$ cat src/rtl/vector_beat_sequencer.sv
// Issue-side encoder feeding control_unit: passes instructions through with one
// register of latency, expands vector loads/stores into memory beats and pads branch shadows.
module vector_beat_sequencer #(
  parameter int VEC_BEATS      = 4,
  parameter int BRANCH_BUBBLES = 2
) (
  input  logic       clk,
  input  logic       rst,
  input  logic       in_valid,
  input  logic [1:0] in_type,
  input  logic [4:0] in_opcode,
  input  logic       flush,
  output logic       in_ready,
  output logic [1:0] out_type,
  output logic [4:0] out_opcode,
  output logic       out_valid,
  output logic       busy
);

  if (VEC_BEATS < 2 || VEC_BEATS > 16) begin : g_bad_vec_beats
    $error("vector_beat_sequencer: VEC_BEATS=%0d outside 2..16", VEC_BEATS);
  end
  if (BRANCH_BUBBLES < 0 || BRANCH_BUBBLES > 15) begin : g_bad_branch_bubbles
    $error("vector_beat_sequencer: BRANCH_BUBBLES=%0d outside 0..15", BRANCH_BUBBLES);
  end

  typedef enum logic [1:0] {
    S_IDLE   = 2'd0,
    S_VREAD  = 2'd1,
    S_VWRITE = 2'd2,
    S_BUBBLE = 2'd3
  } state_t;

  localparam logic [1:0] STALL_TYPE = 2'b01;
  localparam logic [4:0] OP_NOP     = 5'b00101;
  localparam logic [4:0] OP_SREAD   = 5'b00110;
  localparam logic [4:0] OP_SWRITE  = 5'b00111;
  localparam logic [3:0] VEC_CNT    = 4'(VEC_BEATS - 1);
  localparam logic [3:0] BUB_CNT    = 4'(BRANCH_BUBBLES);
  localparam logic       HAS_BUB    = (BRANCH_BUBBLES > 0);

  state_t     r_state;
  logic [3:0] r_cnt;
  logic [1:0] r_out_type;
  logic [4:0] r_out_opcode;
  logic       r_out_valid;

  state_t     w_state_nxt;
  logic [3:0] w_cnt_nxt;
  logic [1:0] w_type_nxt;
  logic [4:0] w_opcode_nxt;
  logic       w_valid_nxt;
  logic       w_accept;
  logic       w_is_vload;
  logic       w_is_vstore;
  logic       w_is_ctrl;

  assign in_ready    = rst && (r_state == S_IDLE) && !flush;
  assign w_accept    = in_valid && in_ready;
  assign w_is_vload  = (in_type == 2'b00) && (in_opcode[4:3] == 2'b10);
  assign w_is_vstore = (in_type == 2'b00) && (in_opcode[4:3] == 2'b11);
  assign w_is_ctrl   = (in_type == 2'b10);

  // NOTE: every output of this block gets a default first, so no path through
  // the case statement can leave one unassigned and infer a latch.
  always_comb begin
    w_state_nxt  = r_state;
    w_cnt_nxt    = r_cnt;
    w_type_nxt   = STALL_TYPE;
    w_opcode_nxt = OP_NOP;
    w_valid_nxt  = 1'b0;
    case (r_state)
      S_IDLE: begin
        if (w_accept) begin
          w_type_nxt   = in_type;
          w_opcode_nxt = in_opcode;
          w_valid_nxt  = 1'b1;
          if (w_is_vload) begin
            w_state_nxt = S_VREAD;
            w_cnt_nxt   = VEC_CNT;
          end else if (w_is_vstore) begin
            w_state_nxt = S_VWRITE;
            w_cnt_nxt   = VEC_CNT;
          end else if (w_is_ctrl && HAS_BUB) begin
            w_state_nxt = S_BUBBLE;
            w_cnt_nxt   = BUB_CNT;
          end
        end
      end
      // Memory beats ignore flush: a started transfer always completes.
      S_VREAD, S_VWRITE: begin
        w_opcode_nxt = (r_state == S_VREAD) ? OP_SREAD : OP_SWRITE;
        w_valid_nxt  = 1'b1;
        w_cnt_nxt    = r_cnt - 4'd1;
        if (r_cnt == 4'd1) w_state_nxt = S_IDLE;
      end
      S_BUBBLE: begin
        w_cnt_nxt = r_cnt - 4'd1;
        if (r_cnt == 4'd1 || flush) w_state_nxt = S_IDLE;
      end
      default: w_state_nxt = S_IDLE;
    endcase
  end

  // NOTE: sequential state uses non-blocking assignments so every register
  // samples pre-edge values regardless of statement order.
  always_ff @(posedge clk or negedge rst) begin
    if (!rst) begin
      r_state      <= S_IDLE;
      r_cnt        <= 4'd0;
      r_out_type   <= STALL_TYPE;
      r_out_opcode <= OP_NOP;
      r_out_valid  <= 1'b0;
    end else begin
      r_state      <= w_state_nxt;
      r_cnt        <= w_cnt_nxt;
      r_out_type   <= w_type_nxt;
      r_out_opcode <= w_opcode_nxt;
      r_out_valid  <= w_valid_nxt;
    end
  end

  assign out_type   = r_out_type;
  assign out_opcode = r_out_opcode;
  assign out_valid  = r_out_valid;
  assign busy       = (r_state != S_IDLE);

endmodule

$ cat config.mk
export PLATFORM = sky130hd
export DESIGN_NAME = vector_beat_sequencer
export DESIGN_NICKNAME = d
export VERILOG_FILES = /design/src/rtl/vector_beat_sequencer.sv
export SDC_FILE = /design/constraint.sdc
export NUM_CORES = 1
export LEC_CHECK = 0
export BUFFER_PORTS_ARGS = -buffer_cell sky130_fd_sc_hd__clkbuf_2
export CORE_MARGIN = 2
export CORE_UTILIZATION = 50
export DETAILED_ROUTE_END_ITERATION = 7
export PLACE_DENSITY = 0.77
export RECOVER_POWER = 50
export SLEW_MARGIN = 25
export SYNTH_ARGS = -nofsm -noshare
export SYNTH_HDL_FRONTEND = slang
export SYNTH_SLANG_ARGS = --single-unit
$ cat constraint.sdc
create_clock -name clk -period 2.71 [get_ports clk]
set_input_delay 0.6775 -clock clk [delete_from_list [all_inputs] [get_ports clk]]
set_output_delay 0.6775 -clock clk [all_outputs]
set_load 0.1 [all_outputs]
==> results.cfg, run 1 <==
[routing]
wl_um = 1360
ant_nets = 0
first_pass_iters = 4
num_vias = 577
drcViolationCount = 0
via_per_inst = 5.29
drtIter0Drc = 1
wire_per_inst_um = 12.5

[placement]
portBuffers = 20
gp_congestion = 0.796
dpl.cell_count = 105
hpwl_um = 1070
dp_worst_setup_slack_ns = 0.619

[worst_setup_path]
end_kind = primary output
critical_path.most_common_cell = inv_1
worst-setup-path-type = register to primary output
timing.reg2reg.setup_slack_ns = 0.74
cp-start-kind = register
slowest_delay_ns = 0.48
critPathTopFamily = buffers and inverters
cp_num_buf_inv = 3
cp_max_fo = 8
critPathSlowestCell = clkbuf_2
path_cells = inv_1 -> ha_1 -> inv_1 -> clkbuf_2
cp.required_ns = 2.03
cp.arrival_ns = 1.71

[layout]
final_common_cell = clkbuf_2
final_cell_mix = 18 x clkbuf_2, 11 x dfrtp_1, 7 x inv_1, 7 x nand2_1, 6 x nor2_1
nNetsFinal = 110
drive_above_1_share_pct = 35.1
area_growth_pct = 22.6
instances_no_fill = 109
num-fill-cells = 112
diodes = 0

[timing]
tns_ns = 0
hold_viol_final = 0
maxSlewHeadroom_pct = 57.7
max_freq_mhz = 418
finClkSkew_ns = 0.000745
tightest_slew_ns = 0.635
slew_violations = 0
rsz0062_at_grt = no
setup_viol = 0
setup_ws_ns = 0.320
fin_crit_sh_pct = 88.2
holdWs_ns = 0.250
period_needed_ns = 2.39

[clocking]
clk_pin_slew_ns = 0.08
cts_hold_buf = 0
cts.sinks = 14
h-tree-depth = 1
cts_root_buf = clkbuf_4
cts_tree = yes
postCtsSetupBuffers = 0
cts_buffer_depth = 2
cts_buffers = 3
cts-resized-gates = 0
clock_latency_ns = 0.28

[die]
fp-row-count = 13
die_h_um = 42.0
coreArea_mm2 = 0.00132
dieArea_mm2 = 0.00176
pin_count = 21
start_util_pct = 54.7
die_w_um = 42.0

[synthesis]
seq_area_frac_synth_pct = 49.1
synth_area_um2 = 721
synthesis.instances = 69
synth_cell_types = 26
synth_fp_nets = 84
yosys_warnings = 0
ys_ff_latch = 14
syn_area_per_cell_um2 = 10.4

[global_route]
grt_max_degree = 12
groute.usage.overall_pct = 18.1
first_global_vias = 587
grt_pass1_wl_um = 2370
grt_antenna_before_repair = 0
grt-ovfl-total = 0

[worst_hold_path]
hold_path.class = input pin to async pin

[flow_run]
drv_cap = 0

[outcome]
status = finished, final reports clean
## worst paths after layout
kind                            start       endpoint  depth (start not counted)
setup reg to reg           r_state[1]       r_cnt[0]                          7
min in group clk           r_state[1]  out_opcode[0]                          1
max in group asynchronous         rst     r_state[1]                          2
setup / recovery           r_state[1]           busy                          4
hold / removal                    rst  out_opcode[3]                          1
hold reg to reg            r_state[1]  out_opcode[0]                          1
## cells by family (layout without fill, tap and decap cells)
| family | Yosys count | after routing | synth area share (%) |
|---|---|---|---|
| fa+ha+maj | 4 | 4 | 6.94 |
| flops | 14 | 14 | 49.1 |
| xor+xnor | 2 | 2 | 2.43 |
| compound gates | 14 | 14 | 14.8 |
| buf+inv | 8 | 33 | 4.69 |
| simple gates | 27 | 27 | 22.1 |
## area by class of cell
cell class	instances	area, µm²	area share (%)
Multi-Input combinational cell	47	335	38.0
Clock buffer	4	36.3	4.11
Timing Repair Buffer	22	113	12.7
Sequential cell	14	354	40.1
Inverter	7	26.3	2.97
Tap cell	15	18.8	2.12
## sequential cells by signal (all words and copies together) (netlist names)
register / cells
out_opcode: 5
out_type: 2
out_valid: 1
r_cnt: 4
r_state: 2
## cell usage after synthesis, drive strengths merged
cell | number | area share, %
a21oi | 4 | 2.8
a2bb2oi | 2 | 3.3
and2 | 1 | 0.87
buf | 1 | 1.0
dfrtp | 11 | 38
dfstp | 3 | 11
ha | 4 | 6.9
inv | 7 | 3.6
nand2 | 7 | 3.6
nand3 | 2 | 1.4
nand4b | 1 | 3.3
nor2 | 7 | 3.6
nor2b | 2 | 1.7
nor3 | 3 | 3.6
nor3b | 2 | 2.1
o2111ai | 1 | 1.2
o21ai | 3 | 2.1
o221ai | 1 | 2.1
o22ai | 1 | 0.87
o2bb2ai | 1 | 1.2
o311ai | 1 | 1.2
or2 | 1 | 0.87
or3 | 1 | 0.87
xnor2 | 2 | 2.4
## worst reg2reg max path: stages (launching register included)
cell and delay [ns]:
dfrtp_1 0.44, inv_1 0.08, ha_1 0.32, buf_4 0.20, nand4b_4 0.18, nor3_4 0.38
or3_1 0.17, o221ai_2 0.08
## through the flow
step / utilization (%) / instance area [µm²]
after floorplan: - / 723
after global placement: 64.7 / 852
after detailed placement: 64.7 / 852
after CTS: 67.4 / 888
after global routing: 67.0 / 883
final: 67.0 / 883
## per-layer routing
| layer | vias up | global-route usage (%) | part of all wire [%] |
|---|---|---|---|
| li1 | 289 | - | - |
| met1 | 267 | 21.2 | 45 |
| met2 | 16 | 30.0 | 47 |
| met3 | 5 | 3.48 | 5.4 |
| met4 | 0 | 11.6 | 2.8 |
| met5 | - | 0 | 0 |
Power of run 1 is not shown: default switching activity piles up to over one toggle a cycle in this logic, so the estimate is an artifact.
==> run 2, diff against run 1 <==
--- a/config.mk
+++ b/config.mk
@@ -6,10 +6,13 @@
 export NUM_CORES = 1
 export LEC_CHECK = 0
 export BUFFER_PORTS_ARGS = -buffer_cell sky130_fd_sc_hd__clkbuf_2
+export CELL_PAD_IN_SITES_DETAIL_PLACEMENT = 0
+export CELL_PAD_IN_SITES_GLOBAL_PLACEMENT = 2
 export CORE_MARGIN = 2
-export CORE_UTILIZATION = 50
+export CORE_UTILIZATION = 32
 export DETAILED_ROUTE_END_ITERATION = 7
-export PLACE_DENSITY = 0.77
+export HOLD_SLACK_MARGIN = 0.15
+export PLACE_DENSITY_LB_ADDON = 0.1
 export RECOVER_POWER = 50
 export SLEW_MARGIN = 25
 export SYNTH_ARGS = -nofsm -noshare
==> results.cfg, run 2 (synthesis gave the netlist of run 1 again) <==
[clocking]
h-tree-depth = 1
postCtsSetupBuffers = 0
clock_latency_ns = 0.28
cts_tree = yes
cts-resized-gates = 0
cts_root_buf = clkbuf_4
cts_hold_buf = 0
cts.sinks = 14
cts_buffer_depth = 2
clk_pin_slew_ns = 0.09
cts_buffers = 3

[global_route]
grt-ovfl-total = 0
grt_pass1_wl_um = 2310
groute.usage.overall_pct = 12.1
grt_antenna_before_repair = 0
grt_max_degree = 13
first_global_vias = 537

[worst_setup_path]
cp.arrival_ns = 1.67
cp-start-kind = register
path_cells = inv_1 -> ha_1 -> inv_1 -> clkbuf_2
cp.required_ns = 2.03
worst-setup-path-type = register to primary output
critical_path.most_common_cell = inv_1
slowest_delay_ns = 0.48
end_kind = primary output
critPathSlowestCell = clkbuf_2
cp_max_fo = 7

[die]
start_util_pct = 33.2
pin_count = 21
coreArea_mm2 = 0.00217
fp-row-count = 17
die_w_um = 51.5
die_h_um = 51.5
dieArea_mm2 = 0.00265

[timing]
slew_violations = 0
maxSlewHeadroom_pct = 57.2
fin_crit_sh_pct = 86.5
finClkSkew_ns = 0.00348
max_freq_mhz = 426
period_needed_ns = 2.35
setup_viol = 0
hold_viol_final = 0
holdWs_ns = 0.248
tns_ns = 0
rsz0062_at_grt = no
tightest_slew_ns = 0.642

[placement]
gp_congestion = 0.788
hpwl_um = 1170
dpl.cell_count = 118
portBuffers = 20

[routing]
first_pass_iters = 4
ant_nets = 0
num_vias = 570
drtIter0Drc = 11
via_per_inst = 4.67
drcViolationCount = 0
wl_um = 1440
wire_per_inst_um = 11.8

[layout]
final_common_cell = clkbuf_2
final_util_pct = 41.3
largest_register_ffs = 5
drive_above_1_share_pct = 34.0
final_cell_mix = 18 x clkbuf_2, 11 x dfrtp_1, 7 x inv_1, 7 x nand2_1, 6 x nor2_1
area_growth_pct = 24.5
instances_no_fill = 122
num-fill-cells = 232
diodes = 0
nNetsFinal = 110

[worst_hold_path]
hold_path.class = input pin to async pin

[outcome]
status = finished, final reports clean

[flow_run]
drv_cap = 0
run 2: cell count changes in the layout (fill, tap and decap cells not counted):
| cell | before | now |
|---|---|---|
| nand4b_4 | 1 | 0 |
| buf_12 | 0 | 1 |
| and2_1 | 0 | 1 |
| and2_0 | 1 | 0 |
| nand4b_1 | 0 | 1 |
| buf_4 | 2 | 1 |
run 2: metal layers:
layer	vias to the layer above	part of all wire [%]	track usage (%)	wire (µm)
li1	288	-	-	-
met1	265	47	15.0	672
met2	15	47	19.0	673
met3	2	5.4	2.92	77
met4	0	0.90	6.58	13
met5	-	0	0	0
run 2: through the flow:
step / worst slack (ns) / area, µm²
after floorplan: 0.354 / 723
after global placement: 0.675 / 881
after detailed placement: 0.663 / 881
after CTS: 0.353 / 917
after global routing: 0.256 / 897
final: 0.365 / 897
run 2: worst max-delay path, delay by kind of cell (launching register included):
family	cells	cell delay, ns
adders and majority gates	1	0.26
buffers and inverters	3	0.69
DFF	1	0.44
run 2: worst paths after layout:
| check | startpoint | to | slack, ns | cells after the start |
|---|---|---|---|---|
| max in group asynchronous | rst | out_opcode[3] | 1.60 | 2 |
| hold / removal | rst | r_state[0] | 0.25 | 1 |
| setup / recovery | r_state[1] | busy | 0.36 | 4 |
| min in group clk | r_state[1] | out_opcode[0] | 0.56 | 1 |
| hold reg to reg | r_state[1] | out_opcode[0] | 0.56 | 1 |
| setup reg to reg | r_state[0] | r_state[1] | 0.57 | 7 |
run 2: final cells by class:
type                            count  area (µm²)  share of cell area (%)
Inverter                            7        26.3                    2.93
Tap cell                           28        35.0                    3.91
Timing Repair Buffer               22         125                    13.9
Sequential cell                    14         354                    39.5
Clock buffer                        4        36.3                    4.04
Multi-Input combinational cell     47         320                    35.7
Power of run 2 is left out for the same reason.
